<file path="src/rtl/spi_master_arb.sv">
// Round-robin arbiter sharing one SPI master packet port among N requesters.
// One owner per burst; ownership is held until all of that owner's reads return.
module spi_master_arb #(
    parameter int unsigned N        = 4,
    parameter int unsigned PW       = 104,
    parameter int unsigned MAXBURST = 16,
    parameter int unsigned MAXOUT   = 8,
    localparam int unsigned OW      = (N > 1) ? $clog2(N) : 1
) (
    input  logic              clk,
    input  logic              nreset,
    input  logic [N-1:0]      req_access,
    input  logic [N*PW-1:0]   req_packet,
    output logic [N-1:0]      req_wait,
    output logic [N-1:0]      rsp_access,
    output logic [PW-1:0]     rsp_packet,
    input  logic [N-1:0]      rsp_wait,
    output logic              spi_access,
    output logic [PW-1:0]     spi_packet,
    input  logic              spi_wait,
    input  logic              spi_rsp_access,
    input  logic [PW-1:0]     spi_rsp_packet,
    output logic              spi_rsp_wait,
    output logic [OW-1:0]     owner,
    output logic              err
);

    localparam int unsigned BW = $clog2(MAXBURST + 1);
    localparam int unsigned CW = $clog2(MAXOUT + 1);

    typedef enum logic [1:0] {IDLE, BUSY, DRAIN} state_t;

    state_t          state_q, state_d;
    logic [OW-1:0]   rr_q;
    logic [BW-1:0]   burst_q;
    logic [CW-1:0]   out_q, out_d;

    logic [PW-1:0]   own_pkt_c;
    logic [OW-1:0]   pick_c;
    logic            any_req_c;
    logic            found_c;
    logic            stall_c;
    logic            accept_c;
    logic            rd_acc_c;
    logic            rsp_fire_c;
    logic            dec_c;
    logic            last_c;
    logic            leave_c;

    // Owner packet mux, accept/stall qualification, round-robin pick, outstanding update
    always_comb begin
        own_pkt_c  = req_packet[int'(owner)*PW +: PW];
        any_req_c  = |req_access;
        pick_c     = '0;
        found_c    = 1'b0;
        for (int unsigned i = 0; i < N; i++) begin
            int unsigned idx;
            idx = (32'(rr_q) + i) % N;
            if (!found_c && req_access[idx]) begin
                found_c = 1'b1;
                pick_c  = OW'(idx);
            end
        end
        stall_c    = !own_pkt_c[0] && (out_q == CW'(MAXOUT));
        accept_c   = (state_q == BUSY) && req_access[owner] && !spi_wait && !stall_c;
        rd_acc_c   = accept_c && !own_pkt_c[0];
        rsp_fire_c = spi_rsp_access && !rsp_wait[owner];
        dec_c      = rsp_fire_c && (out_q != '0);
        out_d      = out_q;
        if (rd_acc_c && !dec_c) begin
            out_d = out_q + CW'(1);
        end else if (dec_c && !rd_acc_c) begin
            out_d = out_q - CW'(1);
        end
        last_c     = accept_c && (burst_q == BW'(MAXBURST - 1));
        leave_c    = (state_q == BUSY) && (!req_access[owner] || last_c);
    end

    // State register
    always_ff @(posedge clk or negedge nreset) begin
        if (!nreset) begin
            state_q <= IDLE;
        end else begin
            state_q <= state_d;
        end
    end

    // Next-state logic
    always_comb begin
        state_d = state_q;
        case (state_q)
            IDLE:    if (any_req_c) state_d = BUSY;
            BUSY:    if (leave_c) state_d = (out_d != '0) ? DRAIN : IDLE;
            DRAIN:   if (out_q == '0) state_d = IDLE;
            default: state_d = IDLE;
        endcase
    end

    // Output decode: request-side handshake and readback routing
    always_comb begin
        req_wait     = '1;
        spi_access   = 1'b0;
        spi_packet   = own_pkt_c;
        rsp_access   = '0;
        rsp_access[owner] = spi_rsp_access;
        rsp_packet   = spi_rsp_packet;
        spi_rsp_wait = rsp_wait[owner];
        if (state_q == BUSY) begin
            spi_access      = req_access[owner];
            req_wait[owner] = spi_wait | stall_c;
        end
    end

    // Owner, round-robin pointer, burst and outstanding counters, sticky error
    always_ff @(posedge clk or negedge nreset) begin
        if (!nreset) begin
            owner   <= '0;
            rr_q    <= '0;
            burst_q <= '0;
            out_q   <= '0;
            err     <= 1'b0;
        end else begin
            out_q <= out_d;
            if (rsp_fire_c && (out_q == '0)) begin
                err <= 1'b1;
            end
            if ((state_q == IDLE) && any_req_c) begin
                owner <= pick_c;
            end
            if (leave_c) begin
                rr_q    <= (owner == OW'(N - 1)) ? '0 : owner + OW'(1);
                burst_q <= '0;
            end else if (accept_c) begin
                burst_q <= burst_q + BW'(1);
            end
        end
    end

endmodule
</file>
<file path="config.mk">
export PLATFORM = sky130hd
export DESIGN_NAME = spi_master_arb
export DESIGN_NICKNAME = d
export VERILOG_FILES = /design/src/rtl/spi_master_arb.sv
export SDC_FILE = /design/constraint.sdc
export NUM_CORES = 1
export LEC_CHECK = 0
export ABC_CLOCK_PERIOD_IN_PS = 7500
export BUFFER_PORTS_ARGS = -buffer_cell sky130_fd_sc_hd__buf_2
export CAP_MARGIN = 25
export CORE_AREA = 2 2 294 296
export CTS_BUF_LIST = sky130_fd_sc_hd__clkbuf_4 sky130_fd_sc_hd__clkbuf_8
export DETAILED_ROUTE_END_ITERATION = 8
export DIE_AREA = 0 0 296 298
export PLACE_DENSITY = 0.3
export SLEW_MARGIN = 15
export SYNTH_ARGS = -nofsm -noshare
export SYNTH_HDL_FRONTEND = slang
export SYNTH_SLANG_ARGS = --single-unit
</file>
<file path="constraint.sdc">
create_clock -name clk -period 7.5 [get_ports clk]
set_input_delay 1.875 -clock clk [delete_from_list [all_inputs] [get_ports clk]]
set_output_delay 1.875 -clock clk [all_outputs]
set_load 0.01 [all_outputs]
</file>
# Word-level counts from Yosys, hierarchy flattened
# Cells that the tools add are included.
[word_totals]
latchBits = 0
mem_bits_ro = 0
regBits = 16
inputBits = 532
mem_bits_rw = 0
memories = 0
output_inout_bits = 221
[classes]
mul = 1
magnitude_cmp = 6
shifts = 1
addsub = 7
div = 0
eq_ne = 8
mux = 33
n_reduce_logical = 35
n_bitwise = 4
[ops]
columns = ["cell", "n"]
rows = [
  ["variable part select 416 x 10 -> 104 bit", 1],
  ["two-way mux 2 bit", 9],
  ["logical AND 1 bit", 17],
  ["less-than comparator 2 x 3 -> 1 bit, second input constant", 5],
  ["binary-select mux 1 bit (select 2 bit)", 6],
  ["two-way mux 4 bit", 3],
  ["two-way mux 1 bit", 11],
  ["zero test 1 bit", 10],
  ["two-way mux 5 bit", 2],
  ["nonzero test 4 bit", 2],
  ["multiplier 2 x 4 -> 6 bit, second input constant", 1],
  ["inequality test 2 bit, second input constant", 3],
  ["case mux 2 bit (3 select lines)", 1],
  ["adder 5 x 1 -> 5 bit, second input constant", 1],
  ["== test 5 x 4 -> 1 bit, second input constant", 1],
  ["adder 2 x 1 -> 2 bit, second input constant", 2],
  ["adder 2 bit, second input constant", 2],
  ["adder 4 x 1 -> 4 bit, second input constant", 1],
  ["bitwise AND 4 bit", 1],
  ["== test 2 bit, second input constant", 2],
  ["== test 4 bit, second input constant", 1],
  ["zero test 4 bit", 1],
  ["NOT 4 bit", 1],
  ["bitwise OR 4 bit", 1],
  ["other kinds (10)", 10],
]

# Logic depth before layout (Yosys ltp)
[depth]
ltp_word = 15
ltp_mapped = 9
mapped_depth_nobuf = 8

# Least setup slack after synthesis
# OpenSTA, ideal clock, no wires.
[synth_timing]
path_kind = "input-to-output"
start = "in req_packet[312]"
end = "out req_wait[0]"
path_buffers = 0
path_slack_ns = 2.869
arrival_time_ns = 2.756
stages = 3
required_time_ns = 5.625
path_cell_list = "mux4_2 > o21a_1 > nand2_1"
[synth_via]
elab_chain_cells = 6
[synth_rtl]
columns = ["item", "line_no", "text"]
rows = [
  ["start: declaration", "13", "input logic [N*PW-1:0] req_packet,"],
  ["variable part select 416 x 10 -> 104 bit", "52", "own_pkt_c = req_packet[int'(owner)*PW +: PW];"],
  ["zero test 1 bit", "64", "stall_c = !own_pkt_c[0] && (out_q == CW'(MAXOUT));"],
  ["logical AND 1 bit", "64", ""],
  ["bitwise OR 1 bit", "110", "req_wait[owner] = spi_wait | stall_c;"],
  ["bitwise OR 4 bit (no source line)", "n/a", ""],
  ["two-way mux 4 bit", "108", "if (state_q == BUSY) begin"],
  ["end: declaration", "14", "output logic [N-1:0] req_wait,"],
]
# Every way passes these cells.

# Worst setup path after layout
[layout_timing]
start = "in req_packet[312]"
end = "out req_wait[3]"
# Same word-level chain as after synthesis.

==> flow_summary.toml <==
[cts]
htreeDepth = 1
cts_root_buffer = "clkbuf_8"
tritoncts = "built"
ctsHoldBuffers = 0
clkLatencyLatePin_ps = 250
clockBufferDepth = 2
numClockSinks = 16
post_cts_resized = 0
postCtsSetupRepairBufs = 0
cts.reportedPaths.clkPinSlew_ps = 60
cts_buffers = 3

[floorplanning]
core_mm2 = 0.08488
dieArea_mm2 = 0.08821
die_w_um = 296
fp-row-count = 107
die_h_um = 298
ios = 753
initial_utilization = 0.05069

[worst_setup_path]
cp.arrival_ps = 2980
worst_r2r_startpoint = "owner[0]$_DFFE_PN0P_"
worstPathRequired_ps = 5620
cp-start-kind = "input port"
worstSetupPathType = "in2out"
reg2reg_depth = 7
cp_max_fo = 6
r2r_slack_ps = 4500
crit_path_end_kind = "primary output"
timing.rr.end = "state_q[1]$_DFFE_PN0P_"

[global_route]
grt.overflow.total = 0
grt_usage = 0.07842
use_met3 = 0.06050
antenna_found_initial = 11
grt_busiest_layer = "met2"
grt_max_degree = 74
use_met1 = 0.08509
grt_pass1_wl_mm = 46.95
grt_pass1_vias = 5640
met2_usage = 0.1132

[outcome]
outcome = "finished clean"

[logic_synthesis]
synth_top_area_cell = "mux4_2"
yosysSeqAreaShare = 0.09305
post-synth-top-area-fraction = 0.5548
ys_warn_count = 0
synth_area_mm2 = 0.004303
synthTopCellsByArea = "mux4_2 55%, buf_4 18%, dfrtp_1 9.3%, ha_1 2.3%, mux2i_1 1.2%"
syn_nets = 883
synthArstFlopShare = 1.000
synth_edf_count = 0
ys_ff_latch = 16
synthFlopType = "dfrtp_1"
yosysMostFrequentCell = "mux4_2"
syn_avg_cell_area_um2 = 12.54
postSynthCellCount = 343
netlist_top_cells_count = "106 x mux4_2, 104 x buf_4, 16 x dfrtp_1"
synth.distinct_cells = 39

[placement]
place.gp.congestion = 0.9708
dp_slack_ps = 2636
hpwl_mm = 34.35
place_area_mm2 = 0.007624
place_inst = 1904
port_buffers = 544

[sta]
min_period_ps = 4857
fin_tns_setup_ps = 0
hold_ws_ps = 463.4
rsz0062_at_grt = "false"
skew_ps = 7.650
report.final.slew_viol_count = 0
setup_ws_ps = 2643
finalSetupViolCount = 0
period_share = 0.6475
slew_headroom = 0.4328
final-hold-violation-count = 0
worstMarginPinSlew_ps = 849.0
fmax_mhz = 205.9

[power]
power-per-cell-area_mw_per_mm2 = 291.9
ir_worst_vdd_uv = 103.2
power.leakage_nw = 3.295

[finish]
synthToLayoutAreaGrowth_pct = 78.31
nFillCells = 9969
multi_input_area_mm2 = 0.002984
seqCellArea_um2 = 407.9
final_area_mm2 = 0.007672
final_cells = 1908
nNetsFinal = 1305
diodes = 0
drive_gt1_frac = 0.8665

[hold_path]
worstHoldPathCells = 1
min_to = "err$_DFFE_PN0P_"
worstHoldStart = "err$_DFFE_PN0P_"
min_path_type = "reg2reg"

[drt]
wl_per_cell_um = 19.27
drtAntennaViolNets = 0
first_pass_iters = 4
num_vias = 5020
drtIter0Drc = 311
wl_mm = 36.78
vias_per_cell = 2.631
drc = 0

[run]
maxCapViolCount = 0
sequential cells by signal, indices dropped and copies added, names as in the netlist:
name / flops
state_q: 2
out_q: 4
err: 1
rr_q: 2
burst_q: 5
owner: 2
how the worst max path moves through the flow:
stage / from / endpoint / slack (ps) / cells past startpoint
2_1_floorplan: req_packet[312] / req_wait[0] / 2870 / 3
3_3_place_gp: req_packet[312] / req_wait[2] / 2650 / 5
3_5_place_dp: req_packet[312] / req_wait[3] / 2640 / 5
4_1_cts: req_packet[312] / req_wait[1] / 2630 / 5
5_1_grt: req_packet[312] / req_wait[2] / 2570 / 5
6_report: req_packet[312] / req_wait[3] / 2640 / 5
layout make-up:
class | instances | share of cell area
Timing Repair Buffer | 547 | 0.3611
Inverter | 8 | 0.003914
Tap cell | 1144 | 0.1866
Multi-Input combinational cell | 189 | 0.3889
Sequential cell | 16 | 0.05316
Clock buffer | 4 | 0.006360
where the power goes:
group          switching, mW  total (mW)  internal [mW]  leakage [nW]
combinational           1.06        1.94          0.879          3.07
clock                 0.0302      0.0715         0.0412        0.0262
sequential             0.105       0.232          0.127         0.197
total                   1.19        2.24           1.05          3.30
worst max-delay path, stage by stage:
cell and delay (ps):
buf_2 100, mux4_2 500, o21a_1 290, nand2_1 100
buf_2 120
placed cells by master, fill, tap and decap left out, types with 3 or more instances in the layout:
cell type / Yosys / routed
nand2b_1: 3 / 3
clkbuf_8: 0 / 3
dfrtp_1: 16 / 14
and3_1: 3 / 3
nand2_1: 9 / 9
buf_2: 2 / 544
xor2_1: 3 / 3
ha_1: 8 / 8
o41ai_1: 3 / 3
a21oi_1: 5 / 5
inv_1: 8 / 8
and2_1: 5 / 5
xnor2_1: 4 / 4
mux2i_1: 5 / 5
nor2_1: 10 / 10
mux4_2: 106 / 106
logic make-up (layout without fill, tap and decap cells):
group,after synthesis,in the layout,synth area share
buf+inv,138,559,0.2134
fa+ha+maj,10,10,0.02792
mux,113,113,0.5717
xor+xnor,7,7,0.01425
flops,16,16,0.09305
compound gates,17,17,0.02675
simple gates,42,42,0.05293
routing by layer:
metal  vias up  share of wire
met5         -         0.0073
met4        14          0.040
met3        66           0.18
met2       432           0.41
met1      2398           0.36
li1       2110              -
through the flow:
stage          utilization  power (mW)
6_report           0.09039       2.240
4_1_cts            0.09039       2.337
3_5_place_dp       0.08982       2.256
3_3_place_gp       0.08982       2.248
5_1_grt            0.09039       2.459
2_1_floorplan            -       1.333
Power figures use the tool's default switching activity.
